### src/rtl/vdrive_guard_pkg.sv
// Shared V-drive switch codes, phase numbering and fault codes.
// The vertical-drive controller and the guard both import this package.
package vdrive_pkg;

    // Switch code bit order: {pd, pul, puh, sel, seh, lss}
    localparam logic [5:0] C_L    = 6'b100000;
    localparam logic [5:0] C_LPE  = 6'b000100;   // also LNE
    localparam logic [5:0] C_M    = 6'b010000;   // M1 and M2
    localparam logic [5:0] C_HPE  = 6'b000011;   // also HNE
    localparam logic [5:0] C_H    = 6'b001001;
    localparam logic [5:0] C_DEAD = 6'b000000;

    typedef enum logic [2:0] {
        PH_L, PH_LPE, PH_M1, PH_HPE, PH_H, PH_HNE, PH_M2, PH_LNE
    } phase_e;

    typedef enum logic [2:0] {
        FC_NONE       = 3'd0,
        FC_ILLEGAL    = 3'd1,
        FC_NO_DEAD    = 3'd2,
        FC_SEQ        = 3'd3,
        FC_SHORT_DEAD = 3'd4,
        FC_DEAD_TMO   = 3'd5,
        FC_H_OVER     = 3'd6
    } fault_e;

    // Switch code expected while sitting in a given phase
    function automatic logic [5:0] phase_code(input logic [2:0] idx);
        case (idx)
            3'd0:       phase_code = C_L;
            3'd1, 3'd7: phase_code = C_LPE;
            3'd2, 3'd6: phase_code = C_M;
            3'd3, 3'd5: phase_code = C_HPE;
            default:    phase_code = C_H;
        endcase
    endfunction

    function automatic logic is_legal(input logic [5:0] c);
        return c inside {C_L, C_LPE, C_M, C_HPE, C_H, C_DEAD};
    endfunction

endpackage

### src/rtl/vdrive_guard_if.sv
// Controller <-> guard <-> gate-driver signal bundle.
interface vdrive_guard_if #(parameter int CW = 16);
    logic          pd, pul, puh, sel, seh, lss;
    logic          fault_clr;
    logic          g_pd, g_pul, g_puh, g_sel, g_seh, g_lss;
    logic [2:0]    phase;
    logic          in_dead;
    logic          cycle_done;
    logic [CW-1:0] last_h_width;
    logic          fault;
    logic [2:0]    fault_code;

    modport master (
        output pd, pul, puh, sel, seh, lss, fault_clr,
        input  g_pd, g_pul, g_puh, g_sel, g_seh, g_lss,
        input  phase, in_dead, cycle_done, last_h_width, fault, fault_code
    );

    modport slave (
        input  pd, pul, puh, sel, seh, lss, fault_clr,
        output g_pd, g_pul, g_puh, g_sel, g_seh, g_lss,
        output phase, in_dead, cycle_done, last_h_width, fault, fault_code
    );
endinterface

### src/rtl/vdrive_guard_safe_seq.sv
// Shutdown sequencer: SAFE_DEAD all-off cycles starting on the fault rise,
// then pd clamped on for as long as the fault stays latched.
module vdrive_safe_seq
    import vdrive_pkg::*;
#(
    parameter int SAFE_DEAD = 3
) (
    input  logic       clk,
    input  logic       reset,
    input  logic       i_fault_rise,
    input  logic       i_clear,
    output logic [5:0] o_safe,
    output logic       o_safe_active
);
    localparam int CNT_W = (SAFE_DEAD > 1) ? $clog2(SAFE_DEAD) : 1;

    logic [CNT_W-1:0] r_cnt;

    // Remaining all-off cycles after the one taken on the rise itself
    always_ff @(posedge clk or posedge reset) begin
        if (reset)
            r_cnt <= '0;
        else if (i_clear)
            r_cnt <= '0;
        else if (i_fault_rise)
            r_cnt <= CNT_W'(SAFE_DEAD - 1);
        else if (r_cnt != '0)
            r_cnt <= r_cnt - CNT_W'(1);
    end

    assign o_safe_active = i_fault_rise || (r_cnt != '0);
    assign o_safe        = o_safe_active ? C_DEAD : C_L;
endmodule

### src/rtl/vdrive_guard.sv
// Inline V-drive protection monitor: registers the controller code, tracks the
// phase sequence, checks deadtime / H on-time, latches the first fault and
// substitutes a safe shutdown sequence on the gate-driver outputs.
module vdrive_guard
    import vdrive_pkg::*;
#(
    parameter int MIN_DEAD  = 3,
    parameter int MAX_DEAD  = 16,
    parameter int MAX_H     = 200,
    parameter int SAFE_DEAD = 3,
    parameter int CW        = 16
) (
    input  logic clk,
    input  logic reset,
    vdrive_guard_if.slave bus
);
    localparam logic [CW-1:0] L_MIN_DEAD = CW'(MIN_DEAD);
    localparam logic [CW-1:0] L_MAX_DEAD = CW'(MAX_DEAD);
    localparam logic [CW-1:0] L_MAX_H    = CW'(MAX_H);

    logic [5:0]    r_in_q, r_g;
    logic [2:0]    r_idx;
    logic [CW-1:0] r_dead_cnt, r_h_cnt, r_last_h;
    logic          r_fault, r_cycle_done;
    logic [2:0]    r_fcode;

    logic [5:0]    w_in, w_next_code, w_safe;
    logic [CW-1:0] w_dead_inc, w_h_inc;
    logic          w_hold, w_det, w_adv, w_clr, w_fault_next, w_safe_active;
    logic [2:0]    w_code;

    assign w_in        = {bus.pd, bus.pul, bus.puh, bus.sel, bus.seh, bus.lss};
    assign w_hold      = (r_in_q == phase_code(r_idx));
    assign w_next_code = phase_code(r_idx + 3'd1);
    assign w_dead_inc  = (&r_dead_cnt) ? r_dead_cnt : r_dead_cnt + CW'(1);
    assign w_h_inc     = (&r_h_cnt)    ? r_h_cnt    : r_h_cnt + CW'(1);
    // Clear only from a quiet L input; checks are off while faulted, so a
    // clear can never race a new detection here.
    assign w_clr        = r_fault && bus.fault_clr && (r_in_q == C_L);
    assign w_fault_next = w_det || (r_fault && !w_clr);

    // Violation checks on stage-1 code, branch order gives the fault priority
    always_comb begin
        w_det  = 1'b0;
        w_code = FC_NONE;
        w_adv  = 1'b0;
        if (!r_fault) begin
            if (!is_legal(r_in_q)) begin
                w_det = 1'b1; w_code = FC_ILLEGAL;
            end else if (r_in_q == C_DEAD) begin
                if (w_dead_inc > L_MAX_DEAD) begin
                    w_det = 1'b1; w_code = FC_DEAD_TMO;
                end
            end else if (w_hold) begin
                if (r_idx == PH_H && w_h_inc > L_MAX_H) begin
                    w_det = 1'b1; w_code = FC_H_OVER;
                end
            end else if (r_dead_cnt == '0) begin
                w_det = 1'b1; w_code = FC_NO_DEAD;
            end else if (r_in_q != w_next_code) begin
                w_det = 1'b1; w_code = FC_SEQ;
            end else if (r_dead_cnt < L_MIN_DEAD) begin
                w_det = 1'b1; w_code = FC_SHORT_DEAD;
            end else begin
                w_adv = 1'b1;
            end
        end
    end

    // Stage 1 input register
    always_ff @(posedge clk or posedge reset) begin
        if (reset) r_in_q <= C_L;
        else       r_in_q <= w_in;
    end

    // Phase tracker: frozen while faulted, re-armed at L by a clear
    always_ff @(posedge clk or posedge reset) begin
        if (reset) begin
            r_idx        <= PH_L;
            r_dead_cnt   <= '0;
            r_h_cnt      <= '0;
            r_last_h     <= '0;
            r_cycle_done <= 1'b0;
        end else begin
            r_cycle_done <= w_adv && (r_idx == PH_LNE);
            if (w_clr) begin
                r_idx      <= PH_L;
                r_dead_cnt <= '0;
                r_h_cnt    <= '0;
            end else if (!r_fault && !w_det) begin
                if (r_in_q == C_DEAD) begin
                    r_dead_cnt <= w_dead_inc;
                    if (r_idx == PH_H && r_dead_cnt == '0)
                        r_last_h <= r_h_cnt;
                end else if (w_hold) begin
                    r_dead_cnt <= '0;
                    if (r_idx == PH_H)
                        r_h_cnt <= w_h_inc;
                end else if (w_adv) begin
                    r_idx      <= r_idx + 3'd1;
                    r_dead_cnt <= '0;
                    if (r_idx + 3'd1 == PH_H)
                        r_h_cnt <= CW'(1);
                end
            end
        end
    end

    // Fault latch: first detection wins and its code is frozen
    always_ff @(posedge clk or posedge reset) begin
        if (reset) begin
            r_fault <= 1'b0;
            r_fcode <= FC_NONE;
        end else if (w_det) begin
            r_fault <= 1'b1;
            r_fcode <= w_code;
        end else if (w_clr) begin
            r_fault <= 1'b0;
            r_fcode <= FC_NONE;
        end
    end

    vdrive_safe_seq #(.SAFE_DEAD(SAFE_DEAD)) u_safe (
        .clk           (clk),
        .reset         (reset),
        .i_fault_rise  (w_det),
        .i_clear       (w_clr),
        .o_safe        (w_safe),
        .o_safe_active (w_safe_active)
    );

    // Stage 2: the offending code is replaced before it reaches the drivers
    always_ff @(posedge clk or posedge reset) begin
        if (reset) r_g <= C_L;
        else       r_g <= w_fault_next ? w_safe : r_in_q;
    end

    assign {bus.g_pd, bus.g_pul, bus.g_puh, bus.g_sel, bus.g_seh, bus.g_lss} = r_g;
    assign bus.phase        = r_idx;
    assign bus.in_dead      = (r_in_q == C_DEAD);
    assign bus.cycle_done   = r_cycle_done;
    assign bus.last_h_width = r_last_h;
    assign bus.fault        = r_fault;
    assign bus.fault_code   = r_fcode;
endmodule

### src/flat_wrapper.sv
// flat-port wrapper written by rule: the top's interface ports become plain ports
module vdrive_guard_flat import vdrive_pkg::*;
#(
    parameter int MIN_DEAD  = 3,
    parameter int MAX_DEAD  = 16,
    parameter int MAX_H     = 200,
    parameter int SAFE_DEAD = 3,
    parameter int CW        = 16
)
  (clk, reset, bus_pd, bus_pul, bus_puh, bus_sel, bus_seh, bus_lss, bus_fault_clr, bus_g_pd, bus_g_pul, bus_g_puh, bus_g_sel, bus_g_seh, bus_g_lss, bus_phase, bus_in_dead, bus_cycle_done, bus_last_h_width, bus_fault, bus_fault_code);
  vdrive_guard_if #(.CW(CW)) bus_i ();
  input  logic clk;
  input  logic reset;
  input wire logic [$bits(bus_i.pd)-1:0] bus_pd;
  input wire logic [$bits(bus_i.pul)-1:0] bus_pul;
  input wire logic [$bits(bus_i.puh)-1:0] bus_puh;
  input wire logic [$bits(bus_i.sel)-1:0] bus_sel;
  input wire logic [$bits(bus_i.seh)-1:0] bus_seh;
  input wire logic [$bits(bus_i.lss)-1:0] bus_lss;
  input wire logic [$bits(bus_i.fault_clr)-1:0] bus_fault_clr;
  output wire logic [$bits(bus_i.g_pd)-1:0] bus_g_pd;
  output wire logic [$bits(bus_i.g_pul)-1:0] bus_g_pul;
  output wire logic [$bits(bus_i.g_puh)-1:0] bus_g_puh;
  output wire logic [$bits(bus_i.g_sel)-1:0] bus_g_sel;
  output wire logic [$bits(bus_i.g_seh)-1:0] bus_g_seh;
  output wire logic [$bits(bus_i.g_lss)-1:0] bus_g_lss;
  output wire logic [$bits(bus_i.phase)-1:0] bus_phase;
  output wire logic [$bits(bus_i.in_dead)-1:0] bus_in_dead;
  output wire logic [$bits(bus_i.cycle_done)-1:0] bus_cycle_done;
  output wire logic [$bits(bus_i.last_h_width)-1:0] bus_last_h_width;
  output wire logic [$bits(bus_i.fault)-1:0] bus_fault;
  output wire logic [$bits(bus_i.fault_code)-1:0] bus_fault_code;
  assign bus_i.pd = bus_pd;
  assign bus_i.pul = bus_pul;
  assign bus_i.puh = bus_puh;
  assign bus_i.sel = bus_sel;
  assign bus_i.seh = bus_seh;
  assign bus_i.lss = bus_lss;
  assign bus_i.fault_clr = bus_fault_clr;
  assign bus_g_pd = bus_i.g_pd;
  assign bus_g_pul = bus_i.g_pul;
  assign bus_g_puh = bus_i.g_puh;
  assign bus_g_sel = bus_i.g_sel;
  assign bus_g_seh = bus_i.g_seh;
  assign bus_g_lss = bus_i.g_lss;
  assign bus_phase = bus_i.phase;
  assign bus_in_dead = bus_i.in_dead;
  assign bus_cycle_done = bus_i.cycle_done;
  assign bus_last_h_width = bus_i.last_h_width;
  assign bus_fault = bus_i.fault;
  assign bus_fault_code = bus_i.fault_code;
  vdrive_guard #(.MIN_DEAD(MIN_DEAD), .MAX_DEAD(MAX_DEAD), .MAX_H(MAX_H), .SAFE_DEAD(SAFE_DEAD), .CW(CW)) u_core (.clk(clk), .reset(reset), .bus(bus_i));
endmodule
### config.mk
export PLATFORM = sky130hd
export DESIGN_NAME = vdrive_guard_flat
export DESIGN_NICKNAME = d
export VERILOG_FILES = /design/src/rtl/vdrive_guard_pkg.sv /design/src/rtl/vdrive_guard_if.sv /design/src/rtl/vdrive_guard_safe_seq.sv /design/src/rtl/vdrive_guard.sv /design/src/flat_wrapper.sv
export SDC_FILE = /design/constraint.sdc
export NUM_CORES = 1
export LEC_CHECK = 0
export CAP_MARGIN = 40
export CORE_ASPECT_RATIO = 1.25
export CORE_UTILIZATION = 37
export DETAILED_ROUTE_END_ITERATION = 7
export SLEW_MARGIN = 20
export SYNTH_ARGS = -nofsm -noshare
export SYNTH_HDL_FRONTEND = slang
export SYNTH_SLANG_ARGS = --single-unit
### constraint.sdc
create_clock -name clk -period 3.5 [get_ports clk]
set_input_delay 0.7 -clock clk [delete_from_list [all_inputs] [get_ports clk]]
set_output_delay 0.7 -clock clk [all_outputs]
set_load 0.01 [all_outputs]
==> metrics, run 1 <==
outcome completed; min Tclk post-route 3340 ps; CTS tree done; I/O Pins 40; final core occ 0.472; WP data arrival 2640 ps; final worst slack 158 ps; ys async rst share 1.00; clk_skew 9.39 ps; #FFs+latches synth 70; max-cap viol count 0; DIE AREA 11700 sq um; final setup fails 0; H-tree level count 3; Netlist cell types 64; Max-slew headroom 0.509; clk buf depth 2; total CTS buffers 9; slowest CP cell clkdlybuf4s50_1; global-route usage over all layers 0.187; max-slew violations 0; Synth top area share 0.409; synth top area cells dfrtp_1 (41%), ha_1 (3.6%), mux2_4 (3.6%); P&R area growth vs syn 22.1%; Warnings, synthesis 0; highest clock rate 0.299 GHz; ANT nets after route 0; critical path peak fanout 9; Post-CTS Setup Inserts 0; worst-path cell chain or2_1, or3_1, nor2_2, nand2_2, clkinvlp_4, clkdlybuf4s50_1; Synth Flop Type dfrtp_1; Clock Latency Late Sink 330 ps; Synth top cells by count dfrtp_1 (68), nor2_1 (34), inv_1 (21), nand2_1 (21), o21ai_0 (20); most common cell in the netlist dfrtp_1; endpoints failing hold 0; final period utilization 0.955; drt first pass iters 4; Post-Synthesis Cells 427; CORE AREA 10800 sq um; post-DP HPWL 7580 microns; VDD IR max 242 uV; largest net degree at the start of global routing 42; drt first-iter violations 144; Placement Rows 42; Crit Path Category flop to output port; drt total wl 10300 microns; DIE HEIGHT 121 microns; Routed WL per cell 16.9 microns; Clock transition at path regs 50 ps; Worst EP required 2800 ps; RSZ-0062 raised after global routing false; Die W 96.8 microns; initial antenna violation count 0; Avg Cell Area, Syn 9.74 sq um; drt drc 0; port bufs 39; first-pass GRT wire length 17600 microns; Root Buffer clkbuf_16; GRT overflow 0; Pleak 2.18 nW; RD Place Congestion 0.884; DP Worst Slack 242 ps; Worst path max stage delay 560 ps; Min-Delay Path Class flop to flop; drt via density 5.61; pwr/cell area 432 nW/um^2; Mapped Area 4160 sq um; number of global-route vias before repair 3487; Setup TNS 0 ps; Seq/Total Area, Yosys 0.422; NumNets Final 496; Initial Util 0.386; via count 3435; Synth area leader dfrtp_1; number of enable flip-flop cells after synthesis 0; # diodes 0; Clock Sinks 70; layout cells sized above 1 0.144; actual slew at the worst max-slew pin 729 ps; Startpoint Class flop; Worst setup EP type output port; Post-Syn Nets 448
==> cells in the final DEF (no fill, tap or decap), types with 11 or more instances in the layout <==
master / instances
o21ai_0: 20
nor3_1: 17
nand3_1: 14
dfrtp_1: 68
buf_4: 16
clkdlybuf4s50_1: 39
ha_1: 11
and2_1: 19
nor2_1: 33
inv_1: 20
and3_1: 13
nand2_1: 20
nand4_1: 16
==> final cells by class <==
class                   count  area [sq um]
clock buffers              13           260
fillers                  1037          5690
flip-flops and latches     70          1750
clock inverters             3          42.5
repair buffers             57           551
multi-input cells         315          2220
well taps                 132           165
inverters                  22          86.3
==> cell families after synthesis <==
family,share of synthesized area
multiplexers,0.0620
flip-flops,0.422
adder cells (fa/ha/maj),0.0361
buffers and inverters,0.0460
XOR/XNOR,0.0316
AND/OR/NAND/NOR,0.248
AO/OA/AOI/OAI,0.155
==> through the flow <==
step / std cells / instance area [sq um] / hold WS (ps) / power, mW
3_5_place_dp: 596 / 4770 / 500 / 1.29
3_3_place_gp: 596 / 4770 / 493 / 1.28
2_1_floorplan: 427 / 4160 / 492 / 1.17
6_report: 612 / 5080 / 511 / 2.20
5_1_grt: 612 / 5080 / 525 / 2.30
4_1_cts: 612 / 5070 / 516 / 2.23
==> sequential cells by signal, indices dropped and copies added, names as in the netlist <==
name and count:
u_core.bus.cycle_done 1, u_core.r_g 6, u_core.u_safe.r_cnt 2, u_core.bus.fault 1
u_core.r_in_q 6, u_core.r_dead_cnt 16, u_core.bus.fault_code 3, u_core.bus.phase 3
u_core.bus.last_h_width 16, u_core.r_h_cnt 16
==> worst max-delay path, delay by kind of cell (launching register included) <==
family,cells,cell delay (ps)
AND/OR/NAND/NOR,4,1080
buffers and inverters,2,770
flip-flops,1,460
==> where the power goes <==
part           internal [mW]  total, mW  leakage, nW  switching (mW)
clock                  0.589      0.916        0.146           0.327
combinational          0.178      0.376         1.12           0.198
sequential             0.856      0.905        0.920          0.0483
==> timing repair <==
| item | CTS | global route |
|---|---|---|
| resized for setup | 0 | 4 |
| endpoints found under the setup margin | 0 | 6 |
| hold buffers | 0 | 0 |
==> final timing paths <==
path                                        startpoint                     endpoint  slack, ps  cells past startpoint
max                                   u_core.r_in_q[0]                  bus_in_dead        160                      6
min                        u_core.bus.last_h_width[13]  u_core.bus.last_h_width[13]        510                      1
max reg2reg                          u_core.r_h_cnt[1]  u_core.bus.last_h_width[11]        200                     10
min reg2reg                u_core.bus.last_h_width[13]  u_core.bus.last_h_width[13]        510                      1
max in group asynchronous                        reset             u_core.r_in_q[5]       2020                      3
min in group asynchronous                        reset       u_core.u_safe.r_cnt[0]        790                      2
==> layer usage <==
metal | up-vias | track usage | wire length, microns | part of all wire
li1 | 1685 | - | - | -
met1 | 1676 | 0.228 | 4570 | 0.44
met2 | 59 | 0.324 | 5250 | 0.51
met3 | 15 | 0.0405 | 295 | 0.029
met4 | 0 | 0.0700 | 199 | 0.019
met5 | - | 0 | 0 | 0
Note: power is estimated with default switching activity, not from simulation.
==> run 2, diff against run 1 <==
Settings changed: CORE_UTILIZATION 37 to 50, PLACE_DENSITY set to 0.71, REMOVE_ABC_BUFFERS set to 1, TNS_END_PERCENT set to 10.
==> run 2 against run 1 <==
Maximum frequency about the same. Setup slack gained 2.7 ps. Combinational power up 1%. Sequential share of layout area increased by 1.1 points. Global-route usage grew 5.1 points. Critical endpoint unchanged.
==> metrics, run 2 (synthesized netlist as in run 1, its figures left out) <==
drt drc 0 (unchanged); power share of the clock group 0.338 (was 0.417); Min-Delay Path Class flop to flop (unchanged); WP data arrival 2640 ps (about the same); RD Place Congestion 0.908 (was 0.884); internal power 1.40 mW (was 1.62 mW); pwr/cell area 395 nW/um^2 (was 432 nW/um^2); DIE HEIGHT 104 microns (was 121 microns); number of global-route vias before repair 3374 (was 3487); Max-slew headroom 0.533 (was 0.509); Clock Latency Late Sink 360 ps (was 330 ps); final core occ 0.622 (was 0.472); drt first pass iters 4 (unchanged); Worst setup EP type output port (unchanged); clk buf depth 2 (unchanged); Root Buffer clkbuf_8 (was clkbuf_16); max-slew violations 0 (unchanged); global-route usage over all layers 0.239 (was 0.187); Die W 83.6 microns (was 96.8 microns); Crit Path Category flop to output port (unchanged); max-cap viol count 0 (unchanged); ANT nets after route 0 (unchanged); via count 3541 (was 3435); Clock Sinks 70 (unchanged); final setup fails 0 (unchanged); Startpoint Class flop (unchanged); outcome completed (unchanged); Logic pwr share 0.196 (was 0.171); Pleak 2.13 nW (was 2.18 nW); drt first-iter violations 320 (was 144); final period utilization 0.954 (was 0.955); most frequent cells in the layout dfrtp_1 (68), clkdlybuf4s50_1 (39), nor2_1 (33) (unchanged); fillers 666 (was 1037); P_sw 0.548 mW (was 0.574 mW); hold_buf cts 0 (unchanged); sequential share of power 0.466 (was 0.412); post-route design area 4930 sq um (was 5080 sq um); total CTS buffers 9 (unchanged); VDD IR max 246 uV (was 242 uV); CORE AREA 7930 sq um (was 10800 sq um); DIE AREA 8690 sq um (was 11700 sq um); post-DP HPWL 7150 microns (was 7580 microns); CTS tree done (unchanged); switching share of power 0.282 (was 0.261); min Tclk post-route 3340 ps (about the same); I/O Pins 40 (unchanged); first-pass GRT wire length 16500 microns (was 17600 microns); Worst path max stage delay 560 ps (about the same); NumNets Final 493 (was 496); slowest CP cell clkdlybuf4s50_1 (unchanged); P&R area growth vs syn 18.5% (was 22.1%); actual slew at the worst max-slew pin 694 ps (was 729 ps); port bufs 39 (unchanged); # diodes 0 (unchanged); Placement Rows 36 (was 42); Initial Util 0.525 (was 0.386); drt via density 6.19 (was 5.61); Clock transition at path regs 70 ps (was 50 ps); highest clock rate 0.299 GHz (about the same); endpoints failing hold 0 (unchanged); clk_skew 8.64 ps (was 9.39 ps); largest net degree at the start of global routing 40 (was 42); critical path peak fanout 9 (unchanged); GRT overflow 0 (unchanged); Placed Instance Area 4700 sq um (was 4770 sq um); commonest non-fill, non-tap cell in the layout dfrtp_1 (unchanged); worst-path cell chain or2_1, or3_1, nor2_2, nand2_2, clkinvlp_4, clkdlybuf4s50_1 (unchanged); layout cells sized above 1 0.147 (was 0.144); drt total wl 9990 microns (was 10300 microns); H-tree level count 3 (unchanged); Worst EP required 2800 ps (about the same); initial antenna violation count 0 (unchanged); Routed WL per cell 17.5 microns (was 16.9 microns)
[run 2: cell types whose count changed in the layout (fill, tap and decap cells not counted), moves of 2 or more]
cell	previous run	this run
buf_4	16	13
clkbuf_8	2	11
clkinv_2	1	3
clkbuf_16	9	0
[run 2: power groups by stage]
stage                     Clock (mW)  Combinational, mW  Sequential [mW]
after CTS                      0.683              0.375            0.906
after detailed placement           0              0.374            0.921
final                          0.659              0.381            0.907
after global routing           0.714              0.417            0.913
after global placement             0              0.360            0.919
after floorplan                    0              0.248            0.919
[run 2: final timing paths]
check                                             from                           to  slack (ps)  depth (start not counted)
max                                   u_core.r_in_q[0]                  bus_in_dead         160                          6
min                        u_core.bus.last_h_width[11]  u_core.bus.last_h_width[11]         510                          1
max reg2reg                       u_core.r_dead_cnt[0]  u_core.bus.last_h_width[11]         210                         10
min reg2reg                u_core.bus.last_h_width[11]  u_core.bus.last_h_width[11]         510                          1
max in group asynchronous                        reset             u_core.r_in_q[5]        2040                          3
min in group asynchronous                        reset   u_core.bus.last_h_width[4]         760                          2
[run 2: stage by stage]
step / power (mW) / setup slack, ps / TNS, ps / cells / hold WS [ps]
after floorplan: 1.17 / 223 / 0 / 407 / 492
after global placement: 1.28 / 176 / 0 / 556 / 494
after detailed placement: 1.29 / 37.8 / 0 / 556 / 495
after CTS: 1.96 / 11.8 / 0 / 572 / 518
after global routing: 2.04 / -7.69 / -11.7 / 572 / 526
final: 1.95 / 160 / 0 / 572 / 510
[run 2: layer usage]
| metal | up-vias | routed length [microns] | GRT usage |
|---|---|---|---|
| li1 | 1679 | - | - |
| met1 | 1708 | 4220 | 0.293 |
| met2 | 125 | 5020 | 0.393 |
| met3 | 29 | 471 | 0.0524 |
| met4 | 0 | 280 | 0.121 |
| met5 | - | 0 | 0 |
[run 2: timing repair]
| item | 4_1_cts | 5_1_grt |
|---|---|---|
| hold endpoints to repair | 0 | 0 |
| gates resized for setup | 0 | 8 |
| buffers inserted | 0 | 0 |
| setup endpoints to repair | 0 | 45 |
[run 2: critical path, delay by kind of cell (launching register included)]
| family | cells | cell delay (ps) |
|---|---|---|
| simple gates | 4 | 1060 |
| buf+inv | 2 | 760 |
| flops | 1 | 450 |
[run 2: layout make-up]
cell class / count / area [sq um] / area share
Clock buffer: 12 / 155 / 0.0315
Multi-Input combinational cell: 315 / 2240 / 0.455
Clock inverter: 4 / 45.0 / 0.00914
Tap cell: 95 / 119 / 0.0241
Timing Repair Buffer: 54 / 528 / 0.107
Sequential cell: 70 / 1750 / 0.356
Inverter: 22 / 86.3 / 0.0175
==> run 3, diff against run 2 <==
Settings changed: CORE_UTILIZATION 50 to 30, GPL_TIMING_DRIVEN set to 0, PLACE_DENSITY 0.71 to not set.
==> run 3 against run 2 <==
Sequential cell count unchanged. Setup slack got worse by 110 ps. Critical path depth unchanged. Routed wire length is 3.2% higher. Highest routed layer unchanged. Sequential share of layout area shrank 1.0 points. Critical path type unchanged. Combinational power decreased by 4%. Utilization shrank 24 points. Sequential power rose by 2%. Cell area is 3.1% higher.
==> metrics, run 3 (synthesized netlist as in run 1, its figures left out) <==
commonest non-fill, non-tap cell in the layout dfrtp_1 (unchanged); clk buf depth 2 (unchanged); # diodes 0 (unchanged); port bufs 39 (unchanged); DIE HEIGHT 134 microns (was 104 microns); GRT overflow 0 (unchanged); Crit path max-delay family simple AND/OR/NAND/NOR gates (unchanged); most frequent cells in the layout dfrtp_1 (66), clkdlybuf4s50_1 (39), nor2_1 (34) (was dfrtp_1 (68), clkdlybuf4s50_1 (39), nor2_1 (33)); drt via density 5.51 (was 6.19); min Tclk post-route 3450 ps (was 3340 ps); via count 3537 (was 3541); critical path peak fanout 9 (unchanged); I/O Pins 40 (unchanged); Worst setup EP type output port (unchanged); Min-Delay Path Class flop to flop (unchanged); layout cells sized above 1 0.144 (was 0.147); hold path cells 1 (unchanged); worst-path cell chain or2_1, or3_1, nor2_1, nand2_1, clkinv_1, clkdlybuf4s50_1 (was or2_1, or3_1, nor2_2, nand2_2, clkinvlp_4, clkdlybuf4s50_1); total CTS buffers 9 (unchanged); Die W 107 microns (was 83.6 microns); Reg2Reg Depth 10 (unchanged); Placed Cells 621 (was 556); clk_skew 7.18 ps (was 8.64 ps); Placed Instance Area 4720 sq um (was 4700 sq um); Placement Rows 47 (was 36); global-route usage over all layers 0.150 (was 0.239); number of global-route vias before repair 3433 (was 3374); final setup fails 0 (unchanged); Worst path max stage delay 580 ps (was 560 ps); ANT nets after route 0 (unchanged); Max-slew headroom 0.531 (was 0.533); drt first pass iters 5 (was 4); final worst slack 51.2 ps (was 160 ps); endpoints failing hold 0 (unchanged); largest net degree at the start of global routing 54 (was 40); Routed WL per cell 16.1 microns (was 17.5 microns); drt first-iter violations 159 (was 320); Worst Path Buf+Inv 2 (unchanged); Clock Latency Late Sink 340 ps (was 360 ps); Startpoint Class flop (unchanged); Worst EP required 2800 ps (about the same); outcome completed (unchanged); CP Depth 6 (unchanged); WP data arrival 2750 ps (was 2640 ps); NumNets Final 487 (was 493); Clock Sinks 70 (unchanged); RD Place Congestion 0.868 (was 0.908); RSZ-0062 raised after global routing true; Root Buffer clkbuf_16 (was clkbuf_8); Post-Layout Cell Count 642 (was 572); post-route design area 5080 sq um (was 4930 sq um); first-pass GRT wire length 16900 microns (was 16500 microns); initial antenna violation count 0 (unchanged); Initial Util 0.310 (was 0.525); CORE AREA 13400 sq um (was 7930 sq um); Clock transition at path regs 50 ps (was 70 ps); slowest CP cell clkdlybuf4s50_1 (unchanged); drt drc 0 (unchanged); VDD IR max 243 uV (was 246 uV); drt total wl 10300 microns (was 9990 microns); pwr/cell area 429 nW/um^2 (was 395 nW/um^2); highest clock rate 0.290 GHz (was 0.299 GHz); DIE AREA 14300 sq um (was 8690 sq um); H-tree level count 3 (unchanged); max-slew violations 0 (unchanged); P&R area growth vs syn 22.2% (was 18.5%); max-cap viol count 0 (unchanged); DP Worst Slack -442 ps (was 37.8 ps); final hold slack 506 ps (was 510 ps); Pleak 2.13 nW (about the same); post-DP HPWL 7340 microns (was 7150 microns); final period utilization 0.985 (was 0.954); Crit Path Category flop to output port (unchanged); actual slew at the worst max-slew pin 698 ps (was 694 ps); final core occ 0.379 (was 0.622); CTS tree done (unchanged)
[run 3: cell count changes in the layout (fill, tap and decap cells not counted), sizes merged]
cell / previous run / this run
inv: 21 / 22
buf: 15 / 9
clkinvlp: 1 / 2
bufinv: 1 / 0
clkinv: 3 / 2
[run 3: layout make-up]
cell class / count / area [sq um]
repair buffers: 48 / 489
flip-flops and latches: 70 / 1760
clock buffers: 12 / 267
well taps: 171 / 214
clock inverters: 4 / 28.8
fillers: 1336 / 8320
multi-input cells: 315 / 2240
inverters: 22 / 85.1
[run 3: final timing paths]
kind | startpoint | to | slack [ps]
setup / recovery | u_core.r_in_q[3] | bus_in_dead | 50
hold / removal | u_core.bus.last_h_width[11] | u_core.bus.last_h_width[11] | 510
setup reg to reg | u_core.bus.phase[1] | u_core.r_h_cnt[0] | 230
hold reg to reg | u_core.bus.last_h_width[11] | u_core.bus.last_h_width[11] | 510
max in group asynchronous | reset | u_core.r_in_q[5] | 2280
min in group asynchronous | reset | u_core.r_dead_cnt[5] | 640
[run 3: worst register-to-register path: stages, from the launching register on]
cell,delay (ps)
dfrtp_2,460
inv_1,120
ha_2,320
nor4bb_2,360
o21bai_1,130
a311o_1,400
or2_2,380
a41o_1,270
o211ai_1,190
nand2_2,230
a311oi_1,320
[run 3: per-stage QoR]
| step | setup TNS, ps | power, mW |
|---|---|---|
| 2_1_floorplan | 0 | 1.17 |
| 5_1_grt | -76.7 | 2.28 |
| 4_1_cts | 0 | 2.20 |
| 6_report | 0 | 2.18 |
| 3_3_place_gp | -26250 | 1.26 |
| 3_5_place_dp | -5910 | 1.29 |
[run 3: routing by layer]
layer,vias up,wire (microns),track usage
li1,1680,-,-
met1,1730,4300,0.181
met2,104,5160,0.247
met3,23,576,0.0323
met4,0,276,0.0799
met5,-,0,0
[run 3: what timing repair did]
action,CTS,global route
hold buffers,0,0
gates resized for setup,1,9
buffers inserted,4,1
pin swaps,3,1
hold endpoints to repair,0,0
setup endpoints to repair,27,53
[run 3: where the power goes]
group          internal (mW)  switching, mW
Combinational          0.176          0.189
Clock                  0.538          0.355
Sequential             0.857         0.0640
Total                   1.57          0.608
